**src/rtl/seven_seg_capture.sv**
```systemverilog
// +----------------------------------------------------------------------------+
// | seven_seg_capture                                                          |
// | Recovers a multiplexed 7-segment frame and presents it as a binary value.  |
// | Optional build macro: SEVEN_SEG_CAPTURE_HEX_EN (hex digits, base-16 value).|
// | Revision: 1.0                                                              |
// +----------------------------------------------------------------------------+
`default_nettype none

module seven_seg_capture #(
   parameter int W_DIGIT       = 8,
   parameter int N_DIGITS      = 4,
   parameter int STABLE_CYCLES = 4,
   parameter int W_VALUE       = 16
) (
   input  logic               clk,
   input  logic               rst_n,
   input  logic [7:0]         abcdefgh,
   input  logic [W_DIGIT-1:0] digit,
   output logic [W_VALUE-1:0] value,
   output logic               value_valid,
   input  logic               value_ready,
   output logic               frame_error
);

   localparam int c_w_cnt = $clog2(STABLE_CYCLES + 1);
   localparam int c_w_idx = (N_DIGITS > 1) ? $clog2(N_DIGITS) : 1;
`ifdef SEVEN_SEG_CAPTURE_HEX_EN
   localparam logic [W_VALUE-1:0] c_radix = W_VALUE'(16);
`else
   localparam logic [W_VALUE-1:0] c_radix = W_VALUE'(10);
`endif

   typedef enum logic [1:0] {
      S_IDLE = 2'd0,
      S_CONV = 2'd1,
      S_HOLD = 2'd2
   } state_t;

   logic [7:0]         r_seg, r_seg_prev;
   logic [W_DIGIT-1:0] r_dig, r_dig_prev;
   logic [c_w_cnt-1:0] r_cnt;
   logic [3:0]         r_slot [N_DIGITS];
   logic [3:0]         r_snap [N_DIGITS];
   logic [N_DIGITS-1:0] r_mask, r_bad;
   logic               r_snap_bad;
   logic [W_VALUE-1:0] r_acc, r_value;
   logic [c_w_idx-1:0] r_idx;
   logic               r_valid, r_frame_error;
   state_t             r_state;

   logic               w_same, w_onehot, w_in_range, w_accept;
   logic [c_w_idx-1:0] w_sel_idx;
   logic [4:0]         w_dec;
   logic [W_VALUE-1:0] w_acc_next;

   // Returns {unknown, digit}; the decimal point (h) never takes part.
   function automatic logic [4:0] f_decode(input logic [6:0] seg);
      logic [4:0] d;
      case ({seg, 1'b0})
         8'hFC:   d = 5'd0;
         8'h60:   d = 5'd1;
         8'hDA:   d = 5'd2;
         8'hF2:   d = 5'd3;
         8'h66:   d = 5'd4;
         8'hB6:   d = 5'd5;
         8'hBE:   d = 5'd6;
         8'hE0:   d = 5'd7;
         8'hFE:   d = 5'd8;
         8'hF6:   d = 5'd9;
`ifdef SEVEN_SEG_CAPTURE_HEX_EN
         8'hEE:   d = 5'd10;
         8'h3E:   d = 5'd11;
         8'h9C:   d = 5'd12;
         8'h7A:   d = 5'd13;
         8'h9E:   d = 5'd14;
         8'h8E:   d = 5'd15;
`endif
         default: d = 5'h10;
      endcase
      return d;
   endfunction

   assign w_same     = (r_seg == r_seg_prev) && (r_dig == r_dig_prev);
   assign w_onehot   = (r_dig != '0) && ((r_dig & (r_dig - W_DIGIT'(1))) == '0);
   assign w_in_range = |r_dig[N_DIGITS-1:0];
   // Fires only on the transition into STABLE_CYCLES-1; saturation blocks repeats.
   assign w_accept   = w_same && (r_cnt == c_w_cnt'(STABLE_CYCLES - 2)) && w_onehot && w_in_range;
   assign w_dec      = f_decode(r_seg[7:1]);
   assign w_acc_next = r_acc * c_radix + W_VALUE'(r_snap[r_idx]);

   always_comb begin
      w_sel_idx = '0;
      for (int i = 0; i < N_DIGITS; i++) begin
         if (r_dig[i]) begin
            w_sel_idx = c_w_idx'(i);
         end
      end
   end

   always_ff @(posedge clk or negedge rst_n) begin
      if (!rst_n) begin
         r_seg      <= '0;
         r_dig      <= '0;
         r_seg_prev <= '0;
         r_dig_prev <= '0;
         r_cnt      <= '0;
      end else begin
         r_seg      <= abcdefgh;
         r_dig      <= digit;
         r_seg_prev <= r_seg;
         r_dig_prev <= r_dig;
         if (!w_same) begin
            r_cnt <= '0;
         end else if (r_cnt != c_w_cnt'(STABLE_CYCLES)) begin
            r_cnt <= r_cnt + c_w_cnt'(1);
         end
      end
   end

   always_ff @(posedge clk or negedge rst_n) begin
      if (!rst_n) begin
         for (int i = 0; i < N_DIGITS; i++) begin
            r_slot[i] <= '0;
            r_snap[i] <= '0;
         end
         r_mask        <= '0;
         r_bad         <= '0;
         r_snap_bad    <= 1'b0;
         r_acc         <= '0;
         r_idx         <= '0;
         r_value       <= '0;
         r_valid       <= 1'b0;
         r_frame_error <= 1'b0;
         r_state       <= S_IDLE;
      end else begin
         case (r_state)
            S_IDLE: begin
               if (&r_mask) begin
                  for (int i = 0; i < N_DIGITS; i++) begin
                     r_snap[i] <= r_slot[i];
                  end
                  r_snap_bad <= |r_bad;
                  r_mask     <= '0;
                  r_bad      <= '0;
                  r_acc      <= '0;
                  r_idx      <= c_w_idx'(N_DIGITS - 1);
                  r_state    <= S_CONV;
               end
            end
            S_CONV: begin
               r_acc <= w_acc_next;
               if (r_idx == '0) begin
                  r_value       <= w_acc_next;
                  r_frame_error <= r_snap_bad;
                  r_valid       <= 1'b1;
                  r_state       <= S_HOLD;
               end else begin
                  r_idx <= r_idx - c_w_idx'(1);
               end
            end
            S_HOLD: begin
               if (r_valid && value_ready) begin
                  r_valid <= 1'b0;
                  r_state <= S_IDLE;
               end
            end
            default: r_state <= S_IDLE;
         endcase

         // Placed after the snapshot clear so a same-cycle digit lands in the new frame.
         if (w_accept) begin
            r_slot[w_sel_idx] <= w_dec[3:0];
            r_bad[w_sel_idx]  <= w_dec[4];
            r_mask[w_sel_idx] <= 1'b1;
         end
      end
   end

   assign value       = r_value;
   assign value_valid = r_valid;
   assign frame_error = r_frame_error;

endmodule

`default_nettype wire

```
**config.mk**
```make
export PLATFORM = sky130hd
export DESIGN_NAME = seven_seg_capture
export DESIGN_NICKNAME = d
export VERILOG_FILES = /design/src/rtl/seven_seg_capture.sv
export SDC_FILE = /design/constraint.sdc
export NUM_CORES = 1
export LEC_CHECK = 0
export ABC_AREA = 1
export ABC_CLOCK_PERIOD_IN_PS = 2800
export BUFFER_PORTS_ARGS = -buffer_cell sky130_fd_sc_hd__buf_2
export CORE_MARGIN = 1
export CORE_UTILIZATION = 35
export DETAILED_ROUTE_END_ITERATION = 10
export PLACE_DENSITY = 0.5
export SYNTH_ARGS = -nofsm -noshare
export SYNTH_HDL_FRONTEND = slang
export SYNTH_SLANG_ARGS = --single-unit
export TNS_END_PERCENT = 5
```
**constraint.sdc**
```tcl
create_clock -name clk -period 2.8 [get_ports clk]
set_input_delay 0.56 -clock clk [delete_from_list [all_inputs] [get_ports clk]]
set_output_delay 0.56 -clock clk [all_outputs]
set_load 0.05 [all_outputs]
```
# Word level (Yosys, flattened, before mapping)
# Index checks and enable logic that the tools add are counted.
[classes] magnitude_cmp=5 eq_ne=21 reduce_logical=23 addsub=4 mul=1 n_bitwise=4 n_mux=33
[op_table] cell="$eq A7 B7 Y1 const B" count=8
[op_table] cell="$pmux W5 S10" count=1
[op_table] cell="$mux W4" count=9
[op_table] cell="$pmux W16 S2" count=1
[op_table] cell="$add A16 B4 Y16" count=1
[op_table] cell="$bwmux W16" count=1
[op_table] cell="$eq A8 B8 Y1" count=2
[op_table] cell="$mul A16 B3 Y15 const B" count=1
[op_table] cell="$mux W16" count=1
[op_table] cell="$eq A7 B6 Y1 const B" count=2
[op_table] cell="$mux W2" count=7
[op_table] cell="$reduce_and A3 Y1" count=3
[op_table] cell="$and A8 B8 Y8" count=1
[op_table] cell="$bmux W4 S2" count=1
[op_table] cell="$demux W4 S2" count=1
[op_table] cell="$logic_and A1 B1 Y1" count=8
[op_table] cell="$logic_not A8 Y1" count=1
[op_table] cell="$ne A2 B2 Y1 const B" count=4
[op_table] cell="$reduce_bool A8 Y1" count=1
[op_table] cell="$reduce_or A4 Y1" count=2
[op_table] cell="$sub A8 B1 Y8 const B" count=1
[op_table] cell="$ge A3 B3 Y1 const B" count=2
[op_table] cell="$mux W3" count=2
[op_table] cell="$not A2 Y3" count=2
[op_table] cell="22 further kinds" count=28
[totals] output_inout_bits=18 register_bits=114 in_bits=19 word_cells=113

# Logic depth before layout (Yosys ltp)
[logic_depth] word_depth=9 depth_mapped=18 depth_no_buf=18

# Worst setup path before layout
# Ideal clock, no wire load.
[synth_timing] kind="flip-flop to flip-flop" startpoint="register r_idx[0]" endpoint="register r_value[13] (netlist: value[13])" path_stages_with_launch=19 required_time_ns=2.682 setup_ns=0.118 path_buffers=1 setup_slack_ns=0.277 t_arrival_ns=2.405 period_less_slack_ns=2.523 path_cell_list="dfrtp_1 clkbuf_1 o21ai_0 o22ai_1 ha_1 inv_1 fa_1 inv_1 nand3_1 nand2_1 nand2_1 nor2_1 nand3_1 nor2_1 nand2_1 nor2_1 nand3_1 nand3_1 nand2_1"
[synth_between] elab_chain_len=5 word_cells_on_any_way=7 cone_classes="1 x add/sub; 3 x mux; 1 x bitwise; 2 x reduce/logical"
[synth_lines] element="from (decl)" line="47" source="logic [c_w_idx-1:0] r_idx;"
[synth_lines] element="from (signal assigned)" line="146" source="r_idx <= c_w_idx'(N_DIGITS - 1);"
[synth_lines] element="from (signal assigned)" line="158" source="r_idx <= r_idx - c_w_idx'(1);"
[synth_lines] element="$not A2 Y3 (implied by the code)" line="89" source="assign w_acc_next = r_acc * c_radix + W_VALUE'(r_snap[r_idx]);"
[synth_lines] element="$bmux W4 S2" line="89"
[synth_lines] element="$mux W4 (implied by the code) (2 in a row)" line="89"
[synth_lines] element="$add A16 B4 Y16" line="89"
[synth_lines] element="to (signal assigned)" line="153" source="r_value <= w_acc_next;"
[synth_lines] element="to (decl)" line="46" source="logic [W_VALUE-1:0] r_acc, r_value;"
# Several ways; a longest one is shown, not always the timed one. The select of a mux whose other input is x is not followed.
# A chain may end at the register's enable or synchronous reset.

# Worst setup path after layout
[layout_timing] startpoint="register r_acc[1]" endpoint="register r_value[14] (netlist: value[14])"
[layout_between] elab_chain_len=2
[layout_lines] element="from (decl)" line="46"
[layout_lines] element="from (signal assigned)" line="151" source="r_acc <= w_acc_next;"
[layout_lines] element="$mul A16 B3 Y15" line="89"
[layout_lines] element="$add A16 B4 Y16" line="89"
# No other way between the ends.

==> impl_metrics.toml <==
[status]
status = "completed"

[place]
dp.cells = 934
io_buffers = 36
placed_area_mm2 = 0.00619
hpwl_mm = 9.25
place_congestion = 0.857

[critical_path]
cp_num_buf_inv = 1
cp-end-kind = "register"
worstPathArrival_ns = 2.97
max_stage_delay_ns = 0.45
path_cells = "ha_1 -> ha_2 -> inv_1 -> fa_2 -> nor2_1 -> nand4_1 -> nand2_1 -> nand2_1 -> nor2_4 -> nand3_2 -> nor2_2 -> nand3b_1 -> nand3_1 -> nand2_1"
crit_path_frequent_cell = "nand2_1"
cp_top_family = "simple AND/OR/NAND/NOR gates"
cp_data_required_time_ns = 3.11
critPathKind = "register to register"
cp-start-kind = "register"
worst-path-max-fanout = 4
cp_slowest_cell = "fa_2"

[power_and_ir_drop]
ir_drop_v = 0.000446
power_mw = 3.78
leakagePower_nw = 3.64
power_density_mw_per_mm2 = 549

[detailed_routing]
num_vias = 4589
route.detailed.drc = 0
totalWireLength_mm = 12.7
ant_nets = 0
via_per_inst = 4.72
wire_per_inst_um = 13.0
dr.pass1.iters = 4
drt-initial-drc-count = 307

[clocking]
cts_num_sinks = 113
htreeDepth = 4
cts_root_buffer = "clkbuf_16"
cts_tree = "built"
clkSlewWorstSetupHoldPaths_ns = 0.06
clock_latency_ns = 0.42
clockBufferDepth = 2
holdBufCountCts = 0
cts_made_buffers = 17

[logic_synthesis]
synth-seq-area-share_pct = 49.3
synth-seq-cells = 113
synth.largest_area_cell = "dfrtp_1"
yosysWarningCount = 0
synth_area_mm2 = 0.00574
synth.distinct_cells = 36
syn_inst = 688
synth.area.top_cells = "dfrtp_1 (49%), nand2_1 (15%), ha_1 (6.5%), inv_1 (4.9%), nand3_1 (3.7%)"
netlist.area_leader.share_pct = 49.3
avgSynthCellArea_um2 = 8.34
syn_nets = 739

[layout]
layout_common_cells = "nand2_1 (226), dfrtp_1 (112), inv_1 (73), nor2_1 (40), nand3_1 (36)"
stdcell_area_mm2 = 0.00688
drive_above_1_share_pct = 16.5
mostFrequentLayoutCell = "nand2_1"
n_antenna_cell = 0
final_cell_count_no_fill = 973
nets = 795
areaGrowthSynthToFinish_pct = 20.0
fillers = 1567

[timing]
timing.fmax_ghz = 0.376
rsz0062_at_grt = "true"
period_share_pct = 94.9
timing.hold.ws_ns = 0.179
drv_slew = 0
skew_ns = 0.00682
min_period_ns = 2.66
setup_tns_ns = 0
tightest_slew_ns = 0.694
hold_violations = 0
slew_headroom_pct = 53.7
setup_viol = 0

[die]
io-pin-count = 37
core_area_mm2 = 0.0159
die_w_um = 130
rows = 46
die_h_um = 130
die_area_mm2 = 0.0169
initial_core_util_pct = 36.0

[grt]
grt_start_max_net_pins = 54
grt-ovfl-total = 0
grt_pass1_vias = 4520
antenna_found_initial = 0
grt_use_total_pct = 16.7
grt_pass1_wl_mm = 21.3

[flow_run]
cap_violations = 0

[hold_path]
hp-class = "input port to asynchronous set/reset pin"
sequential cells by signal, summed over array words and instances, names as in the netlist, 4 cells and up:
name,count
r_seg_prev,8
r_bad,4
r_acc,15
r_snap,16
r_seg,8
value,16
r_slot,16
r_mask,4
r_dig_prev,8
r_dig,8
worst register-to-register path: stages (launching register included):
cell	delay, ns
dfrtp_1	0.41
ha_1	0.31
ha_2	0.21
inv_1	0.07
fa_2	0.46
nor2_1	0.15
nand4_1	0.13
nand2_1	0.08
nand2_1	0.09
nor2_4	0.13
nand3_2	0.12
nor2_2	0.14
nand3b_1	0.11
nand3_1	0.09
nand2_1	0.05
per-stage QoR:
stage / worst slack (ns) / util [%]
2_1_floorplan: 0.277 / -
3_3_place_gp: 0.0924 / 38.8
3_5_place_dp: 0.0122 / 38.8
4_1_cts: 0.0162 / 42.3
5_1_grt: -0.0230 / 43.2
6_report: 0.141 / 43.2
kinds of logic after synthesis:
family                     after synthesis  share of synthesized area (%)
AOI/OAI and AO/OA                       64                           6.11
xor gates and xnor gates                22                           3.36
adders and majority gates               32                           7.24
buffers and inverters                   92                           6.48
DFF                                    113                           49.3
and+or+nand+nor                        365                           27.5
report_power, final:
part / total [mW] / switching (mW) / leakage, nW / internal (mW)
clock: 1.99 / 0.771 / 0.267 / 1.22
combinational: 0.108 / 0.0706 / 1.87 / 0.0369
sequential: 1.69 / 0.0247 / 1.50 / 1.66
total: 3.78 / 0.866 / 3.64 / 2.91
repair_timing:
item,in CTS,in global routing
pin swaps,0,14
gates resized for setup,2,29
setup buffers,0,7
endpoints found under the setup margin,2,11
area by class of cell:
cell class	count	area [um^2]	share of cell area, %
repair buffers	52	315	4.58
clock buffers	19	433	6.29
multi-input cells	483	2630	38.2
flip-flops and latches	113	2830	41.1
clock inverters	13	114	1.65
inverters	77	289	4.20
well taps	216	270	3.93
Yosys cell counts:
cell type  count
nor4_1         2
inv_1         75
nand4_1       19
ha_1          30
clkinv_1       2
fa_1           2
a22oi_1        1
nand2_2        4
o22ai_1        2
a21o_1         1
nor3_1         6
or2_1          1
or2_2          3
o21ai_1        9
nand3_1       42
a32oi_1        1
nor3_2         2
a31oi_1        2
a32o_1         1
buf_4          1
dfrtp_1      113
o41ai_1        1
nor2_2         3
nand2_1      230
o21ai_0       34
nand2_4        2
o2111ai_1      2
buf_6          3
nand3b_1       3
xnor2_1       14
nor2_8         1
clkbuf_1      11
a21oi_1       10
nor2_1        45
xor2_1         8
nand3_2        2
layer usage:
layer / up-vias / routed length [um] / track usage [%]
met1: 2188 / 5620 / 19.0
met3: 17 / 307 / 4.51
met5: - / 0 / 0
li1: 2328 / - / -
met4: 0 / 248 / 7.52
met2: 56 / 6480 / 29.3
final timing paths:
check                                          start                      end  slack, ns  depth (start not counted)
worst max-delay path            r_acc[1]$_DFFE_PN0P_    value[14]$_DFFE_PN0P_       0.14                         14
worst min-delay path                           rst_n  r_dig_prev[4]$_DFF_PN0_       0.18                          1
worst max register to register  r_acc[1]$_DFFE_PN0P_    value[14]$_DFFE_PN0P_       0.14                         14
worst min register to register    r_seg[0]$_DFF_PN0_  r_seg_prev[0]$_DFF_PN0_       0.39                          0
max in group asynchronous                      rst_n  r_seg_prev[6]$_DFF_PN0_       1.95                          2
min in group clk                            digit[4]       r_dig[4]$_DFF_PN0_       0.24                          1
No activity file was read; power rests on OpenSTA's default activity.
